--- src/rtl/osd_mam_wb_burst_if.sv ---
// -----------------------------------------------------------------------------
// osd_mam_wb_burst_if
//
// Bridge from the MAM request/write/read streams to a Wishbone B3 master.
// Supports classic cycles and registered-feedback incrementing bursts
// (CTI 010 / 111, BTE linear), bus errors, and a per-beat ack timeout.
// After an error or timeout the MAM streams are drained so that osd_mam
// stays in step: leftover write words are accepted and dropped, and the
// missing read words are returned as zero.
//
// Handshakes: every stream uses strict valid/ready semantics. A transfer
// happens on a rising clk_i edge where both valid and ready are high. Once
// raised, valid holds (with stable payload) until that edge. Ready never
// depends combinationally on valid; here it is decoded from registered state.
//
// Ports:
//   clk_i, rst_ni          clock, asynchronous active-low reset
//   req_*                  request stream (rw, byte address, burst, beats)
//   write_*                write data stream (strobes used for single beats)
//   read_*                 read data stream
//   err_o                  one-cycle pulse when a transfer is aborted
//   cyc_o..cti_o, bte_o    Wishbone master outputs (registered)
//   dat_i, ack_i, err_i    Wishbone master inputs
//   dbg_state              current FSM state, for observation only
// -----------------------------------------------------------------------------
module osd_mam_wb_burst_if #(
    parameter int DATA_WIDTH = 32,   // 8, 16, 32 or 64
    parameter int ADDR_WIDTH = 32,
    parameter int BURST_EN   = 1,
    parameter int TIMEOUT    = 1024  // 0 disables the timeout
) (
    input  logic                    clk_i,
    input  logic                    rst_ni,

    input  logic                    req_valid,
    output logic                    req_ready,
    input  logic                    req_rw,
    input  logic [ADDR_WIDTH-1:0]   req_addr,
    input  logic                    req_burst,
    input  logic [13:0]             req_beats,

    input  logic                    write_valid,
    input  logic [DATA_WIDTH-1:0]   write_data,
    input  logic [DATA_WIDTH/8-1:0] write_strb,
    output logic                    write_ready,

    output logic                    read_valid,
    output logic [DATA_WIDTH-1:0]   read_data,
    input  logic                    read_ready,

    output logic                    err_o,

    output logic                    cyc_o,
    output logic                    stb_o,
    output logic                    we_o,
    output logic [ADDR_WIDTH-1:0]   addr_o,
    output logic [DATA_WIDTH-1:0]   dat_o,
    input  logic [DATA_WIDTH-1:0]   dat_i,
    output logic [DATA_WIDTH/8-1:0] sel_o,
    output logic [2:0]              cti_o,
    output logic [1:0]              bte_o,
    input  logic                    ack_i,
    input  logic                    err_i,

    output logic [2:0]              dbg_state
);

    localparam int STRB_W = DATA_WIDTH / 8;
    localparam logic [ADDR_WIDTH-1:0] ADDR_STEP = ADDR_WIDTH'(STRB_W);

    // Timeout counter only needs to hold 0..TIMEOUT-1.
    localparam int TW = (TIMEOUT > 1) ? $clog2(TIMEOUT) : 1;
    localparam logic [TW-1:0] TMO_LAST = (TIMEOUT > 0) ? TW'(TIMEOUT - 1) : '0;

    localparam logic [2:0] ST_IDLE    = 3'd0;
    localparam logic [2:0] ST_WR_DATA = 3'd1;
    localparam logic [2:0] ST_WR_BUS  = 3'd2;
    localparam logic [2:0] ST_RD_BUS  = 3'd3;
    localparam logic [2:0] ST_RD_OUT  = 3'd4;
    localparam logic [2:0] ST_DRAIN   = 3'd5;

    logic [2:0]    state;
    logic [13:0]   remaining;  // beats still to complete, including the one on the bus
    logic          rw_q;       // 1: write transfer
    logic          burst_q;    // CTI burst in use for this transfer
    logic          single_q;   // transfer is exactly one beat
    logic [TW-1:0] tmo_cnt;

    logic [13:0] beats_eff;
    logic        tmo_hit;
    logic        bus_fail;

    // CTI for the beat about to be issued, given the beats left including it.
    function automatic logic [2:0] cti_for(input logic burst, input logic [13:0] rem);
        if (!burst)
            return 3'b000;
        else if (rem > 14'd1)
            return 3'b010;
        else
            return 3'b111;
    endfunction

    assign beats_eff = (req_beats == 14'd0) ? 14'd1 : req_beats;

    // The TIMEOUT-th waiting cycle counts as an error; err_i has priority
    // over ack_i when both arrive together.
    assign tmo_hit  = (TIMEOUT != 0) && (tmo_cnt == TMO_LAST);
    assign bus_fail = err_i || tmo_hit;

    assign req_ready   = (state == ST_IDLE);
    assign write_ready = (state == ST_WR_DATA) ||
                         ((state == ST_DRAIN) && rw_q && (remaining > 14'd1));
    assign read_valid  = (state == ST_RD_OUT) ||
                         ((state == ST_DRAIN) && !rw_q);
    assign bte_o       = 2'b00;
    assign dbg_state   = state;

    always_ff @(posedge clk_i or negedge rst_ni) begin
        if (!rst_ni) begin
            state     <= ST_IDLE;
            remaining <= '0;
            rw_q      <= 1'b0;
            burst_q   <= 1'b0;
            single_q  <= 1'b0;
            tmo_cnt   <= '0;
            err_o     <= 1'b0;
            cyc_o     <= 1'b0;
            stb_o     <= 1'b0;
            we_o      <= 1'b0;
            addr_o    <= '0;
            dat_o     <= '0;
            sel_o     <= '0;
            cti_o     <= 3'b000;
            read_data <= '0;
        end else begin
            err_o <= 1'b0;
            case (state)
                ST_IDLE: begin
                    if (req_valid) begin
                        addr_o    <= req_addr;
                        remaining <= beats_eff;
                        rw_q      <= req_rw;
                        burst_q   <= req_burst && (BURST_EN != 0);
                        single_q  <= (beats_eff == 14'd1);
                        if (req_rw) begin
                            state <= ST_WR_DATA;
                        end else begin
                            // Reads go straight onto the bus.
                            state   <= ST_RD_BUS;
                            cyc_o   <= 1'b1;
                            stb_o   <= 1'b1;
                            we_o    <= 1'b0;
                            sel_o   <= '1;
                            cti_o   <= cti_for(req_burst && (BURST_EN != 0), beats_eff);
                            tmo_cnt <= '0;
                        end
                    end
                end

                ST_WR_DATA: begin
                    if (write_valid) begin
                        dat_o   <= write_data;
                        sel_o   <= single_q ? write_strb : '1;
                        cyc_o   <= 1'b1;
                        stb_o   <= 1'b1;
                        we_o    <= 1'b1;
                        cti_o   <= cti_for(burst_q, remaining);
                        tmo_cnt <= '0;
                        state   <= ST_WR_BUS;
                    end
                end

                ST_WR_BUS, ST_RD_BUS: begin
                    if (bus_fail) begin
                        // Abort: the failed beat stays in 'remaining' so the
                        // drain covers it.
                        cyc_o <= 1'b0;
                        stb_o <= 1'b0;
                        we_o  <= 1'b0;
                        err_o <= 1'b1;
                        if (!rw_q)
                            read_data <= '0;
                        state <= ST_DRAIN;
                    end else if (ack_i) begin
                        remaining <= remaining - 14'd1;
                        addr_o    <= addr_o + ADDR_STEP;
                        stb_o     <= 1'b0;
                        we_o      <= 1'b0;
                        // A burst keeps the cycle open across wait states,
                        // up to and including its last ack.
                        cyc_o     <= burst_q && (remaining != 14'd1);
                        if (state == ST_RD_BUS) begin
                            read_data <= dat_i;
                            state     <= ST_RD_OUT;
                        end else if (remaining == 14'd1) begin
                            state <= ST_IDLE;
                        end else begin
                            state <= ST_WR_DATA;
                        end
                    end else begin
                        tmo_cnt <= tmo_cnt + TW'(1);
                    end
                end

                ST_RD_OUT: begin
                    if (read_ready) begin
                        if (remaining == 14'd0) begin
                            state <= ST_IDLE;
                        end else begin
                            cyc_o   <= 1'b1;
                            stb_o   <= 1'b1;
                            cti_o   <= cti_for(burst_q, remaining);
                            tmo_cnt <= '0;
                            state   <= ST_RD_BUS;
                        end
                    end
                end

                ST_DRAIN: begin
                    if (rw_q) begin
                        // The failed beat's word was already taken; swallow
                        // the remaining-1 words osd_mam still wants to send.
                        if (remaining <= 14'd1) begin
                            state <= ST_IDLE;
                        end else if (write_valid) begin
                            remaining <= remaining - 14'd1;
                            if (remaining == 14'd2)
                                state <= ST_IDLE;
                        end
                    end else begin
                        // read_data was cleared on abort; return zeros.
                        if (read_ready) begin
                            remaining <= remaining - 14'd1;
                            if (remaining == 14'd1)
                                state <= ST_IDLE;
                        end
                    end
                end

                default: state <= ST_IDLE;
            endcase
        end
    end

endmodule

--- config.mk ---
export PLATFORM = sky130hd
export DESIGN_NAME = osd_mam_wb_burst_if
export DESIGN_NICKNAME = d
export VERILOG_FILES = /design/src/rtl/osd_mam_wb_burst_if.sv
export SDC_FILE = /design/constraint.sdc
export NUM_CORES = 1
export LEC_CHECK = 0
export CORE_UTILIZATION = 49
export DETAILED_ROUTE_END_ITERATION = 8
export PLACE_DENSITY = 0.95
export SYNTH_ARGS = -nofsm -noshare
export SYNTH_HDL_FRONTEND = slang
export SYNTH_SLANG_ARGS = --single-unit
--- constraint.sdc ---
create_clock -name clk_i -period 5.93 [get_ports clk_i]
set_clock_uncertainty 0.1 [all_clocks]
set_input_delay 1.779 -clock clk_i [delete_from_list [all_inputs] [get_ports clk_i]]
set_output_delay 1.779 -clock clk_i [all_outputs]
set_load 0.01 [all_outputs]
==> key figures <==
Yosys
  • Synthesized area per cell: ~9.9 um2
  • Cells after Synth: 686
  • Count of flip-flops with a built-in enable after synthesis: 0
  • Post-synthesis register bit count: approximately 140
  • Synth async-reset ratio: 100%
  • Register area share after synthesis: between 40% and 50%
  • Number of unique standard cell types used by synthesis: 69
  • Top-area cell type share of the netlist area: between 40% and 50%
  • Most area-hungry cell type in the Yosys netlist: dfrtp_1
  • Cell area after technology mapping: a little under 7000 um2
  • Top cells by area, synth: dfrtp_1 (50%), mux2_2 (5.6%), a21oi_1 (4.5%)
  • Ys flop type: dfrtp_1
  • Number of synthesis warnings: 0

Finish
  • Area growth from synthesis to layout: 44.9%
  • Post-layout instance count excluding filler cells: 1092
  • Layout Utilization: 73.8%
  • Leading cell types in the layout, fill and taps excluded: clkdlybuf4s50_1 (234), dfrtp_1 (136), a21oi_1 (61), nor2_1 (56), nand2_1 (43)
  • Fillers: approximately 940
  • Most common library cell in the layout ignoring fill and taps: clkdlybuf4s50_1
  • Net count of the finished layout: ~1000
  • Antenna cells: 0
  • Layout cells sized above 1: 10.0%

Placement
  • HPWL after detailed placement: 14900 um
  • Number of input and output port buffers inserted: ~240
  • Routability cong.: 0.914
  • Number of placed instances, taps included: about 1100

Critical path
  • Type of origin of the critical path: flip-flop
  • Worst path required time: just over 4000 ps
  • Register-to-register path setup slack: 3200 ps
  • Maximum fanout along the worst path: 6
  • Worst Setup End Kind: output pin
  • Category of the critical setup timing path: flip-flop to output pin
  • Worst path arrival time: around 2700 ps

Drt
  • Antenna-violating nets left: 0
  • DRC: 0
  • Avg Vias per Cell: a little over 6
  • Total Routed Length: around 21000 um
  • Routed length per instance: a little under 20 um
  • Count of vias placed by the detailed router: ~6800
  • Initial drt markers: roughly 800
  • Number of detailed-route iterations in the first pass: 5

Timing
  • Number of failing hold endpoints at the final stage: 0
  • Slew margin rel.: ~34%
  • F_max: 220 MHz
  • Crit path time final: ~4500 ps
  • Share of the clock period used by the worst path after layout: between 70% and 80%
  • Final setup viols: 0
  • Setup repair after global routing missed its margin: no
  • Transition at the pin with the smallest max-transition slack: a little under 1000 ps
  • Final count of pins violating max slew: 0
  • Post-Route Setup TNS: 0 ps

Global routing
  • Overflow left after global routing: 0
  • Largest net degree at the start of global routing: 110
  • Initial antenna violation count: 0
  • Via count of the first global-routing pass: 6573
  • GRT Overall Usage: between 30% and 40%
  • First-pass GRT wire length: approximately 34000 um

CTS
  • TritonCTS buffer count: 17
  • Setup bufs post-CTS: 0
  • # resized after CTS: 0
  • Hold buffer count at CTS: 0
  • Insertion delay to the later sink of the worst-skew pair: approximately 420 ps
  • Clk root buf: clkbuf_16
  • TritonCTS clock tree: done
  • H-Tree Level Count: 4
  • CTS max path bufs: 2
  • CTS sink count: 136
  • Clock transition at path regs: around 60 ps

Floorplanning
  • Floorplan die area: 14400 um2
  • Ports placed on the boundary: 238
  • Die height: about 120 um
  • Die outline width: around 120 um
  • Effective utilization at floorplan: 50.9%
  • Core area: 13400 um2
  • Standard-cell rows: 42

Power and ir drop
  • P per Cell Area: around 540 nW/um2
  • Static leakage power: roughly 3.9 nW
  • Maximum vdd drop: between 0.2 and 0.3 mV

Worst hold path
  • HP Class: flip-flop to flip-flop

Flow run
  • Number of max-cap violations: 0

Run status
  • Status: complete, no violations
==> power breakdown <==
group          internal [W]  switching [W]
clock              0.000665       0.000424
combinational       0.00128        0.00123
sequential          0.00134       0.000424
==> sequential cells by signal (all words and copies together), names as in the netlist, 2 cells and up <==
| name | cells |
|---|---|
| read_data | 32 |
| sel_o | 4 |
| cti_o | 2 |
| tmo_cnt | 10 |
| addr_o | 32 |
| remaining | 14 |
| dbg_state | 3 |
| dat_o | 32 |
==> layout make-up <==
| type | count | area [um2] | area share [%] |
|---|---|---|---|
| sequential | 136 | 3400 | 34.4 |
| tap | 176 | 220 | 2.23 |
| inverter | 15 | 56.3 | 0.570 |
| multi-input combinational | 489 | 3180 | 32.2 |
| timing repair buffer | 244 | 2420 | 24.5 |
| clock buffer | 19 | 433 | 4.38 |
| clock inverter | 13 | 171 | 1.73 |
==> worst paths after layout <==
| kind | startpoint | end | cells after the start |
|---|---|---|---|
| worst max register to register | dbg_state[2]$_DFFE_PN0P_ | tmo_cnt[9]$_DFFE_PN0P_ | 5 |
| worst max-delay path | remaining[9]$_DFFE_PN0P_ | write_ready | 5 |
| max in group asynchronous | rst_ni | addr_o[7]$_DFFE_PN0P_ | 2 |
| worst min-delay path | we_o$_DFFE_PN0P_ | we_o$_DFFE_PN0P_ | 1 |
| worst min register to register | we_o$_DFFE_PN0P_ | we_o$_DFFE_PN0P_ | 1 |
| min in group asynchronous | rst_ni | addr_o[18]$_DFFE_PN0P_ | 1 |
==> cell usage after synthesis, drive strengths merged, types with 8 or more instances <==
cell type / count
o21ai: 39
o31ai: 8
nand4: 17
nor2: 58
nor4: 18
clkbuf: 32
dfrtp: 136
inv: 15
o22a: 11
a22o: 34
nand2: 43
a31oi: 8
or4: 9
mux2: 34
buf: 15
nand3: 27
o22ai: 11
nor3: 15
a21oi: 61
==> cells by family after synthesis <==
| family | count (synthesis) | synth area share, % |
|---|---|---|
| AOI/OAI and AO/OA | 225 | 22.6 |
| and+or+nand+nor | 219 | 16.5 |
| DFF | 136 | 49.9 |
| buffers and inverters | 62 | 3.85 |
| muxes | 38 | 6.20 |
| adders and majority gates | 5 | 0.917 |
| other | 1 | 0.0550 |
==> worst max-delay path, stage by stage (launching register included) <==
cell and delay, ps:
dfrtp_1 440, nor4_2 630, nand2_1 240, o31ai_1 280
a21oi_1 140, clkdlybuf4s50_1 540
==> layer usage <==
metal	track usage [%]	vias up	part of all wire, %
met1	35.6	3253	37
li1	-	3040	-
met2	52.6	435	50
met4	11.6	0	2.5
met5	0	-	0
met3	7.84	52	9.8
==> metrics by stage <==
stage               power [W]  hold WS, ps  instance area [um2]  worst slack [ps]
global placement      0.00413          363                 9280              1710
global route          0.00565          413                 9890              1290
CTS                   0.00537          393                 9890              1490
floorplan             0.00305          351                 6830              2390
detailed placement    0.00423          371                 9280              1630
finish                0.00536          389                 9890              1380
Power figures use the tool's default switching activity.
